<file path="src/rtl/four_way_tdm_pkg.sv">
// Shared definitions for the four-way TDM bus (transmit and receive sides).
package four_way_tdm_pkg;

  typedef logic [1:0] slot_t;

  typedef enum logic {
    HUNT   = 1'b0,
    LOCKED = 1'b1
  } state_t;

  localparam slot_t LAST_SLOT = 2'd3;

  // Slot that follows k in a frame; slot 3 wraps back to slot 0.
  function automatic slot_t next_slot(input slot_t k);
    return slot_t'(k + 2'd1);
  endfunction

endpackage

</file>
<file path="src/rtl/tdm_slot_counter.sv">
// Slot position counter for the TDM receiver.
// load0 : the current beat is a slot-0 beat (frame_sync), so the next beat is slot 1.
// adv   : the current beat was accepted at slot s, so move on to the next slot.
// wrap  : the current beat is the last slot of a frame (combinational, same cycle as adv).
module tdm_slot_counter
  import four_way_tdm_pkg::*;
(
  input  logic       clk,
  input  logic       rst_n,
  input  logic       adv,
  input  logic       load0,
  output logic [1:0] s,
  output logic       wrap
);

  slot_t s_q;
  slot_t s_d;

  // Next slot: a sync beat restarts the count, otherwise step on accepted beats.
  always_comb begin
    s_d = s_q;
    if (load0) begin
      s_d = next_slot(2'd0);
    end else if (adv) begin
      s_d = next_slot(s_q);
    end
  end

  // Slot register with synchronous active-low reset.
  always_ff @(posedge clk) begin
    if (!rst_n) begin
      s_q <= 2'd0;
    end else begin
      s_q <= s_d;
    end
  end

  assign s    = s_q;
  assign wrap = adv && !load0 && (s_q == LAST_SLOT);

endmodule

</file>
<file path="src/rtl/four_way_tdm_demux.sv">
// Receive side of the four-way TDM bus: aligns to frame_sync, de-interleaves
// beats into shadow registers and publishes each complete frame atomically.
module four_way_tdm_demux
  import four_way_tdm_pkg::*;
#(
  parameter int WIDTH = 8,
  parameter int CNT_W = 16
) (
  input  logic             clk,
  input  logic             rst_n,
  input  logic [WIDTH-1:0] bus_in,
  input  logic             bus_valid,
  input  logic             frame_sync,
  output logic [WIDTH-1:0] d0,
  output logic [WIDTH-1:0] d1,
  output logic [WIDTH-1:0] d2,
  output logic [WIDTH-1:0] d3,
  output logic [1:0]       s,
  output logic             locked,
  output logic             frame_valid,
  output logic             sync_err,
  output logic [CNT_W-1:0] frame_cnt
);

  state_t           state_q, state_d;
  logic [WIDTH-1:0] shadow_q [0:2];
  logic [WIDTH-1:0] shadow_d [0:2];
  logic [WIDTH-1:0] d_q      [0:3];
  logic [WIDTH-1:0] d_d      [0:3];
  logic             frame_valid_q, frame_valid_d;
  logic             sync_err_q, sync_err_d;
  logic [CNT_W-1:0] frame_cnt_q, frame_cnt_d;

  logic             sync_beat;
  logic             adv;
  logic             wrap;
  logic [1:0]       slot;

  // A sync beat always restarts the frame; plain beats only count once locked.
  // Neither is asserted while bus_valid=0, so bus_in is never sampled then.
  assign sync_beat = bus_valid && frame_sync;
  assign adv       = bus_valid && !frame_sync && (state_q == LOCKED);

  tdm_slot_counter u_slot_counter (
    .clk   (clk),
    .rst_n (rst_n),
    .adv   (adv),
    .load0 (sync_beat),
    .s     (slot),
    .wrap  (wrap)
  );

  // Next-state, shadow capture, frame publish and error/valid pulses.
  always_comb begin
    state_d       = state_q;
    shadow_d      = shadow_q;
    d_d           = d_q;
    frame_valid_d = 1'b0;
    sync_err_d    = 1'b0;
    frame_cnt_d   = frame_cnt_q;

    if (sync_beat) begin
      // A sync beat in the middle of a frame drops the partial frame.
      sync_err_d  = (state_q == LOCKED) && (slot != 2'd0);
      shadow_d[0] = bus_in;
      state_d     = LOCKED;
    end else if (wrap) begin
      d_d[0]        = shadow_q[0];
      d_d[1]        = shadow_q[1];
      d_d[2]        = shadow_q[2];
      d_d[3]        = bus_in;
      frame_valid_d = 1'b1;
      frame_cnt_d   = frame_cnt_q + 1'b1;
    end else if (adv) begin
      case (slot)
        2'd0:    shadow_d[0] = bus_in;
        2'd1:    shadow_d[1] = bus_in;
        2'd2:    shadow_d[2] = bus_in;
        default: ;
      endcase
    end
  end

  // FSM and all datapath registers; reset wins over every other input.
  always_ff @(posedge clk) begin
    if (!rst_n) begin
      state_q       <= HUNT;
      shadow_q      <= '{default: '0};
      d_q           <= '{default: '0};
      frame_valid_q <= 1'b0;
      sync_err_q    <= 1'b0;
      frame_cnt_q   <= '0;
    end else begin
      state_q       <= state_d;
      shadow_q      <= shadow_d;
      d_q           <= d_d;
      frame_valid_q <= frame_valid_d;
      sync_err_q    <= sync_err_d;
      frame_cnt_q   <= frame_cnt_d;
    end
  end

  assign d0          = d_q[0];
  assign d1          = d_q[1];
  assign d2          = d_q[2];
  assign d3          = d_q[3];
  assign s           = slot;
  assign locked      = (state_q == LOCKED);
  assign frame_valid = frame_valid_q;
  assign sync_err    = sync_err_q;
  assign frame_cnt   = frame_cnt_q;

endmodule

</file>
<file path="config.mk">
export PLATFORM = sky130hd
export DESIGN_NAME = four_way_tdm_demux
export DESIGN_NICKNAME = d
export VERILOG_FILES = /design/src/rtl/four_way_tdm_pkg.sv /design/src/rtl/tdm_slot_counter.sv /design/src/rtl/four_way_tdm_demux.sv
export SDC_FILE = /design/constraint.sdc
export NUM_CORES = 1
export LEC_CHECK = 0
export BUFFER_PORTS_ARGS = -buffer_cell sky130_fd_sc_hd__buf_2
export CORE_MARGIN = 2
export CORE_UTILIZATION = 50
export DETAILED_ROUTE_END_ITERATION = 16
export GPL_TIMING_DRIVEN = 0
export PLACE_DENSITY_LB_ADDON = 0.08
export SETUP_SLACK_MARGIN = 0.1
export SYNTH_ARGS = -nofsm -noshare
export SYNTH_HDL_FRONTEND = slang
export SYNTH_SLANG_ARGS = --single-unit
</file>
<file path="constraint.sdc">
create_clock -name clk -period 2 [get_ports clk]
set_input_delay 0.1 -clock clk [delete_from_list [all_inputs] [get_ports clk]]
set_output_delay 0.1 -clock clk [all_outputs]
set_load 0.005 [all_outputs]
</file>
==> results of run 1 <==
cells by family (layout without fill, tap and decap cells):
kind of cell / Yosys count / count (layout) / synth area share (%)
compound gates: 75 / 75 / 13.1
xor+xnor: 9 / 9 / 2.69
fa+ha+maj: 5 / 5 / 2.14
buf+inv: 27 / 106 / 3.55
flops: 77 / 77 / 52.7
mux: 1 / 1 / 0.342
simple gates: 168 / 168 / 25.5
worst register-to-register path, delay by kind of cell (launching register included):
| kind | cells | cell delay (ns) |
|---|---|---|
| flip-flops | 1 | 0.39 |
| AND/OR/NAND/NOR | 3 | 1.08 |
| AO/OA/AOI/OAI | 1 | 0.14 |
| adder cells (fa/ha/maj) | 1 | 0.18 |
power by group through the flow:
stage	Clock, mW	Combinational, mW	Sequential, mW
6_report	1.42	0.109	1.55
5_1_grt	1.49	0.121	1.55
4_1_cts	1.44	0.108	1.55
3_5_place_dp	0	0.107	1.58
3_3_place_gp	0	0.106	1.58
2_1_floorplan	0	0.0617	1.58
sequential cells by signal (all words and copies together) (netlist names):
register	cells
u_slot_counter.s	2
locked	1
frame_valid	1
d1	8
shadow_q	24
d2	8
frame_cnt	16
d3	8
d0	8
sync_err	1
per-layer routing:
layer	GRT usage (%)	wire length (um)
met1	27.7	3070
met2	38.0	3360
met3	4.04	333
met4	10.2	98
met5	0	0
through the flow:
step	worst slack, ns	hold slack, ns	power, mW
6_report	0.153	0.0279	3.08
5_1_grt	0.0922	0.0308	3.17
4_1_cts	0.104	0.0207	3.10
3_5_place_dp	-0.0303	0.386	1.69
3_3_place_gp	-0.00556	0.383	1.69
2_1_floorplan	0.174	0.227	1.64
synth_stat cells (2+ instances only):
cell type / instances / area [sq um]
a21oi_1: 64 / 320
buf_1: 4 / 15.0
buf_2: 2 / 10.0
clkbuf_1: 15 / 56.3
dfxtp_1: 77 / 1540
ha_1: 5 / 62.6
inv_1: 6 / 22.5
nand2_1: 100 / 375
nand3_1: 28 / 140
nand4_1: 4 / 25.0
nor2_1: 13 / 48.8
nor3_1: 4 / 20.0
nor4_1: 5 / 31.3
o21a_1: 2 / 15.0
o21ai_0: 7 / 35.0
or3_1: 7 / 43.8
xnor2_1: 7 / 61.3
xor2_1: 2 / 17.5
cell type report:
cell class              count  area, sq um
multi-input cells         258         1300
plain buffers              21         85.1
clock inverters             6          110
flip-flops and latches     77         1550
well taps                  72         90.1
inverters                   6         22.5
fillers                   523         1970
clock buffers              10          138
repair buffers             63          315
what timing repair did:
| item | in CTS | in global routing |
|---|---|---|
| pin swaps | 0 | 0 |
| setup endpoints to repair | 35 | 32 |
| resized for setup | 6 | 4 |
| hold buffers | 0 | 0 |
worst max path at each step:
stage | end | slack, ns | cells after the start
floorplan | frame_cnt[12]$_SDFFE_PN0P_ | 0.17 | 5
global placement | frame_cnt[12]$_SDFFE_PN0P_ | -0.006 | 5
detailed placement | shadow_q[5]$_SDFFE_PN0P_ | -0.03 | 6
CTS | d1[7]$_SDFFE_PN0P_ | 0.10 | 5
global route | d1[7]$_SDFFE_PN0P_ | 0.09 | 6
finish | frame_cnt[12]$_SDFFE_PN0P_ | 0.15 | 5
==> impl_metrics.ini, run 1 <==
[outcome]
status = finished, final reports clean

[global_route]
grt_usage_pct = 22.5
grt.overflow.total = 0
grt_max_degree = 14
grt_pass1_vias = 2388
grt_pass1_wl_um = 11200
antenna_found_initial = 0

[pwr]
p_sw_share_pct = 21.0
p_comb_share_pct = 3.5
internal-power_mw = 2.43
p_sw_mw = 0.648
p_seq_share_pct = 50.3
clockPowerShare_pct = 46.2
pwr_density_cell_nw_per_um2 = 855
total_leakage_power_nw = 1.37
ir_worst_vdd_mv = 0.440

[clock_tree]
cts-root-buf = clkbuf_8
htree_levels = 3
cts_tree = yes
cts_buffers = 9
cts_sinks = 77
clk_path_buf_depth = 2
clk_latency_ns = 0.34
clk_pin_slew_ns = 0.08
cts_setup_buffers = 0

[sta]
grt_setup_unrepaired = true
skew_ns = 0.00616
maxSlewViolCount = 0
max_slew_margin_pct = 60.0
fin_crit_sh_pct = 92.3
worstMarginPinSlew_ns = 0.595
hold_viol = 0
fmax_mhz = 541
period_minus_slack_ns = 1.85
finalSetupViolations = 0
tns_ns = 0

[layout]
drive_above_1_share_pct = 20.9
final_net_count = 453
layoutNonFillerInstCount = 513
final_core_util_pct = 64.6
final_common_cell = nand2_1
final_cell_area_sq_um = 3600
area_growth_pct = 23.1
diodes = 0
final_cell_mix = 100 x nand2_1, 73 x dfxtp_1, 65 x buf_2, 64 x a21oi_1, 28 x nand3_1

[synthesis]
ys_async_sr_fraction_pct = 0
synth_edf_count = 0
postSynthNetCount = 379
yosysWarnings = 0
ys.flop_type = dfxtp_1
ys_seq_area_share_pct = 52.7
postSynthCellCount = 362
synth_cell_types = 28
synth.avg_cell_area_sq_um = 8.08
ys_ff_latch = 77
syn-cell-area_sq_um = 2930

[worst_setup_path]
max_stage_delay_ns = 0.58
rrSetupSlack_ns = 0.15
crit_arrival_ns = 2.12
cp-end-kind = flop
crit_path_max_fanout = 6
regToRegEndpoint = frame_cnt[12]$_SDFFE_PN0P_
start_kind = flop
worstPathRequired_ns = 2.27
r2r-start = u_slot_counter.s[1]$_SDFFE_PP0N_
slowest_stage = or4_4
path_class = reg -> reg
startpoint = u_slot_counter.s[1]$_SDFFE_PP0N_
reg2reg_depth = 5
crit_chain = ha_4 -> nand2_1 -> or4_4 -> or3_1 -> a21oi_1
cp_top_family = simple AND/OR/NAND/NOR gates
crit_buf_inv = 0

[drt]
wl_per_cell_um = 13.4
ant_nets = 0
vias = 2670
viasPerCell = 5.20
first_iter_violations = 119
wl_um = 6860
dr.pass1.iters = 5
drc_errors = 0

[floorplanning]
die-area_sq_um = 6480
row_count = 27
die_w_um = 80.5
core_sq_um = 5570
ioPinCount = 65
initial_core_util_pct = 52.5
die_y_um = 80.5

[min_path]
holdPathEnd = sync_err$_SDFF_PN0_
hold_class = in -> reg
holdPathStages = 3
hp-start = rst_n

[run]
maxCapViolCount = 0

[placement]
placed_area_sq_um = 3330
dp_hpwl_um = 4890
dp_cells = 497
gp_congestion = 0.798
numPortBuffers = 63
Note: power is estimated with default switching activity, not from simulation.
==> run 2, diff against run 1 <==
--- a/config.mk
+++ b/config.mk
@@ -5,12 +5,15 @@
 export SDC_FILE = /design/constraint.sdc
 export NUM_CORES = 1
 export LEC_CHECK = 0
+export ABC_AREA = 1
 export BUFFER_PORTS_ARGS = -buffer_cell sky130_fd_sc_hd__buf_2
 export CORE_MARGIN = 2
 export CORE_UTILIZATION = 50
+export CTS_CLUSTER_DIAMETER = 40
 export DETAILED_ROUTE_END_ITERATION = 16
 export GPL_TIMING_DRIVEN = 0
 export PLACE_DENSITY_LB_ADDON = 0.08
+export REMOVE_ABC_BUFFERS = 1
 export SETUP_SLACK_MARGIN = 0.1
 export SYNTH_ARGS = -nofsm -noshare
 export SYNTH_HDL_FRONTEND = slang
==> run 2 against run 1 <==
Die area grew 4.2%. Hold slack gained 0.015 ns. First-iteration DRC count grew 23%. Sequential power is essentially flat. Core utilization shrank 4.1 points. Largest power group unchanged.
==> impl_metrics.ini, run 2 <==
[synthesis]
yosysTopAreaCellShare_pct = 50.5
synth_cell_types = 26
synth-compound-area-share_pct = 17.4
netlist_top_cells_count = 82 x nand2_1, 77 x dfxtp_1, 66 x a21oi_1, 44 x inv_1, 32 x o21ai_0
ys_async_sr_fraction_pct = 0
ys.flop_type = dfxtp_1
postSynthCellCount = 396
synth_area_leader_cell = dfxtp_1
synth_top_family_by_area = simple AND/OR/NAND/NOR gates
synth_edf_count = 0
synthSimpleGateAreaFrac_pct = 21.1
ys_ff_latch = 77
synth.avg_cell_area_sq_um = 7.72
post_synth_mux_area_share_pct = 0
synth_area_leaders = dfxtp_1 50%, a21oi_1 11%, nand2_1 10%, inv_1 5.4%, o21ai_0 5.2%
synth_fa_ha_area_share_pct = 2.05
syn-cell-area_sq_um = 3060
yosysWarnings = 0
ys_seq_area_share_pct = 50.5
synth_most_common_cell = nand2_1
synth_xor_area_share_pct = 0

[clock_tree]
htree_levels = 3
cts_hold_buf = 0
cts_tree = yes
cts-root-buf = clkbuf_8
clk_pin_slew_ns = 0.08
cts_sinks = 77
clk_latency_ns = 0.33
cts_buffers = 9
clk_path_buf_depth = 2

[sta]
maxSlewViolCount = 0
setup_slack_ns = 0.289
period_minus_slack_ns = 1.71
grt_setup_unrepaired = false
fin_crit_sh_pct = 85.6
worstMarginPinSlew_ns = 0.968
tns_ns = 0
finalSetupViolations = 0
fmax_mhz = 584
skew_ns = 0.00775
hold_viol = 0
max_slew_margin_pct = 35.4

[drt]
first_iter_violations = 146
dr.pass1.iters = 4
wl_per_cell_um = 12.3
viasPerCell = 5.08
wl_um = 6600
vias = 2716
drc_errors = 0
ant_nets = 0

[placement]
gp_congestion = 0.865
placed_area_sq_um = 3390
dp_hpwl_um = 4410
pre_cts_ws_ns = -0.939
numPortBuffers = 64
dp_cells = 518

[layout]
final_cell_area_sq_um = 3590
diodes = 0
multi_input_area_sq_um = 1240
largest_register = shadow_q
largest_register_ffs = 24
seq_area_sq_um = 1540
final_cell_mix = 82 x nand2_1, 77 x dfxtp_1, 66 x a21oi_1, 64 x buf_2, 44 x inv_1
area_growth_pct = 17.4
n_fill_cell = 572
final_common_cell = nand2_1
final_net_count = 472
drive_above_1_share_pct = 19.6
layoutNonFillerInstCount = 535

[floorplanning]
row_count = 28
ioPinCount = 65
die-area_sq_um = 6750
die_y_um = 82.2
core_sq_um = 5920
initial_core_util_pct = 51.6
die_w_um = 82.2

[global_route]
grt_pass1_wl_um = 11100
grt_usage_pct = 21.4
grt_pass1_vias = 2464
grt.overflow.total = 0
antenna_found_initial = 0
grt_max_degree = 55

[worst_setup_path]
worstPathRequired_ns = 2.18
max_stage_delay_ns = 0.42
path_class = reg -> reg
cp_top_family = flip-flops
slowest_stage = dfxtp_1
crit_buf_inv = 2
crit_chain = ha_1 -> nand4_1 -> buf_4 -> nand2_4 -> clkinv_2 -> nand3_1 -> a21oi_1
crit_arrival_ns = 1.89
cp-end-kind = flop
start_kind = flop
crit_path_max_fanout = 17

[pwr]
pwr_density_cell_nw_per_um2 = 757
total_leakage_power_nw = 1.48
ir_worst_vdd_mv = 0.517

[run]
maxCapViolCount = 0

[min_path]
hold_class = in -> reg

[outcome]
status = finished, final reports clean
[run 2: changes by cell type in the layout (fill, tap and decap cells not counted), sizes merged, moves of 14 or more]
cell / change
inv: +40
o21ai: +31
nor2: +18
nand2: -17
clkbuf: -16
nand3: -14
[run 2: layout make-up]
cell class,instances,share of cell area [%]
tap,75,2.62
sequential,77,43.0
timing repair buffer,66,9.56
clock buffer,10,3.84
multi-input combinational,255,34.6
clock inverter,6,1.33
inverter,46,5.06
[run 2: cell families (layout without fill, tap and decap cells)]
family	after synthesis	count (layout)
simple gates	144	144
fa+ha+maj	5	5
flops	77	77
compound gates	106	106
buf+inv	64	128
[run 2: path summary, 6_finish.rpt]
check                                         from                        end  slack [ns]  cells after the start
setup / recovery  u_slot_counter.s[1]$_SDFFE_PP0N_  shadow_q[22]$_SDFFE_PN0P_        0.29                      7
hold / removal                           bus_in[2]         d3[2]$_SDFFE_PN0P_        0.04                      3
setup reg to reg  u_slot_counter.s[1]$_SDFFE_PP0N_  shadow_q[22]$_SDFFE_PN0P_        0.29                      7
hold reg to reg          shadow_q[21]$_SDFFE_PN0P_         d0[5]$_SDFFE_PN0P_        0.46                      2
[run 2: stage by stage]
step / utilization (%) / hold WS, ns / power [mW]
finish: 60.6 / 0.0427 / 2.71
CTS: 60.5 / 0.0278 / 2.76
global placement: 56.9 / 0.387 / 1.69
floorplan: - / 0.220 / 1.64
global route: 60.6 / 0.0329 / 2.84
detailed placement: 57.2 / 0.393 / 1.70
[run 2: routing by layer]
layer / part of all wire, % / up-vias / GRT usage, %
met2: 46 / 60 / 33.5
met1: 49 / 1245 / 28.7
met4: 1.0 / 0 / 9.83
met5: 0 / - / 0
met3: 4.1 / 6 / 4.13
li1: - / 1405 / -
[run 2: worst reg2reg max path, cell delays in order, from the launching register on]
cell      delay [ns]
dfxtp_1         0.42
ha_1            0.24
nand4_1         0.18
buf_4           0.27
nand2_4         0.13
clkinv_2        0.15
nand3_1         0.10
a21oi_1         0.07
[run 2: power by group]
part | internal [mW] | switching [mW] | total, mW
Combinational | 0.0322 | 0.0772 | 0.109
Sequential | 1.54 | 0.00818 | 1.55
Clock | 0.490 | 0.564 | 1.05
Total | 2.06 | 0.649 | 2.71
[run 2: timing repair]
| action | CTS | global route |
|---|---|---|
| cloned | 0 | 0 |
| resized for setup | 1 | 2 |
| buffers inserted | 1 | 0 |
| endpoints found under the hold margin | 0 | 0 |
| endpoints found under the setup margin | 56 | 38 |
| pin swaps | 1 | 0 |
==> run 3, diff against run 2 <==
--- a/config.mk
+++ b/config.mk
@@ -13,7 +13,6 @@
 export DETAILED_ROUTE_END_ITERATION = 16
 export GPL_TIMING_DRIVEN = 0
 export PLACE_DENSITY_LB_ADDON = 0.08
-export REMOVE_ABC_BUFFERS = 1
 export SETUP_SLACK_MARGIN = 0.1
 export SYNTH_ARGS = -nofsm -noshare
 export SYNTH_HDL_FRONTEND = slang
==> run 3 against run 2 <==
Clock-buffer cell count unchanged. Maximum frequency up 7.3%. Via count is 2.5% higher. Hold slack worse by 0.016 ns. Sequential share of layout area decreased by 0.69 points. Sequential cell count is the same. Non-clock buffer count rose by 16. Clock skew grew 0.0031 ns. Critical path depth is 2 lower. Wire length grew 8.5%. Critical path type unchanged. Largest cell class unchanged. Largest power group unchanged. Highest routed layer unchanged.
==> impl_metrics.ini, run 3 (synthesized netlist as in run 2, its figures left out) <==
[global_route]
grt_usage_pct = 22.4
antenna_found_initial = 0
grt.overflow.total = 0
grt_max_degree = 15
grt_pass1_wl_um = 11500
grt_pass1_vias = 2461

[layout]
layoutNonFillerInstCount = 551
final_common_cell = nand2_1
largest_register = shadow_q
area_growth_pct = 19.3
largest_register_ffs = 24
diodes = 0
drive_above_1_share_pct = 20.2
final_cell_mix = 82 x nand2_1, 77 x dfxtp_1, 67 x buf_2, 66 x a21oi_1, 44 x inv_1
final_net_count = 488

[worst_setup_path]
endpoint = d1[3]$_SDFFE_PN0P_
r2r-start = u_slot_counter.s[0]$_SDFFE_PN0P_
reg2reg_depth = 5
path_class = reg -> reg
startpoint = u_slot_counter.s[0]$_SDFFE_PN0P_
crit_path_max_fanout = 10
worstPathRequired_ns = 2.23
crit_arrival_ns = 1.82
rrSetupSlack_ns = 0.41
regToRegEndpoint = d1[3]$_SDFFE_PN0P_
cp-end-kind = flop
start_kind = flop

[floorplanning]
initial_core_util_pct = 51.6
die_y_um = 82.2
die-area_sq_um = 6750
core_sq_um = 5920
die_w_um = 82.2
ioPinCount = 65
row_count = 28

[sta]
fin_crit_sh_pct = 79.7
maxSlewViolCount = 0
tns_ns = 0
fin_hold_ws_ns = 0.0265
finalSetupViolations = 0
grt_setup_unrepaired = false
worstMarginPinSlew_ns = 0.612
max_slew_margin_pct = 59.0
hold_viol = 0
period_minus_slack_ns = 1.59
fmax_mhz = 627
skew_ns = 0.0109

[min_path]
hp-start = bus_in[2]
hold_class = in -> reg

[pwr]
total_leakage_power_nw = 1.53
pwr_density_cell_nw_per_um2 = 747
ir_worst_vdd_mv = 0.431

[clock_tree]
cts-root-buf = clkbuf_8
clk_pin_slew_ns = 0.09
cts_tree = yes
cts_resized = 0
cts_buffers = 9
cts_setup_buffers = 0
clk_latency_ns = 0.35
cts_hold_buf = 0
cts_sinks = 77
htree_levels = 3
clk_path_buf_depth = 2

[drt]
viasPerCell = 5.05
ant_nets = 0
drc_errors = 0
first_iter_violations = 168
wl_per_cell_um = 13.0
wl_um = 7160
vias = 2785
dr.pass1.iters = 4

[placement]
numPortBuffers = 64
dp_hpwl_um = 5190
dp_cells = 535
gp_congestion = 0.849

[run]
maxCapViolCount = 0

[outcome]
status = finished, final reports clean

[synthesis]
postSynthNetCount = 413
-- run 3: cell types whose count changed in the layout (fill, tap and decap cells not counted), sizes merged --
cell | previous run | this run
clkinvlp | 4 | 1
clkbuf | 10 | 19
clkinv | 2 | 5
buf | 66 | 73
-- run 3: layout make-up --
class                      instances  area, sq um
sequential                        77         1540
timing repair buffer              64          320
multi-input combinational        255         1240
fill                             562         2280
clock buffer                      10          128
buffer                            18         98.8
clock inverter                     6         47.5
tap                               75         93.8
inverter                          46          174
-- run 3: worst min path at each step --
stage / to / depth (start not counted)
after CTS: d3[2]$_SDFFE_PN0P_ / 3
final: d3[2]$_SDFFE_PN0P_ / 3
after floorplan: d3[4]$_SDFFE_PN0P_ / 2
after detailed placement: d3[2]$_SDFFE_PN0P_ / 3
after global placement: d3[2]$_SDFFE_PN0P_ / 3
after global routing: d3[2]$_SDFFE_PN0P_ / 3
-- run 3: per-layer routing --
metal	vias to the layer above	track usage [%]	part of all wire (%)	wire (um)
met3	17	3.91	3.7	265
met2	53	34.9	45	3240
li1	1440	-	-	-
met4	0	11.0	2.4	169
met1	1275	30.0	49	3490
met5	-	0	0	0
-- run 3: worst max-delay path, cell delays in order, from the launching register on --
cell	delay [ns]
dfxtp_1	0.40
ha_1	0.22
nand4_1	0.15
inv_2	0.18
clkbuf_1	0.39
a21oi_1	0.13
-- run 3: per-stage QoR --
stage / worst slack, ns / power, mW / area, sq um / util [%]
finish: 0.406 / 2.72 / 3640 / 61.6
global route: 0.228 / 2.81 / 3640 / 61.6
CTS: 0.405 / 2.74 / 3640 / 61.6
detailed placement: 0.393 / 1.71 / 3470 / 58.6
global placement: 0.452 / 1.70 / 3470 / 58.6
floorplan: 0.588 / 1.65 / 3060 / -
-- run 3: where the power goes --
group	switching, mW	internal, mW	total [mW]
combinational	0.0831	0.0354	0.119
sequential	0.00803	1.54	1.55
clock	0.592	0.459	1.05
total	0.684	2.04	2.72
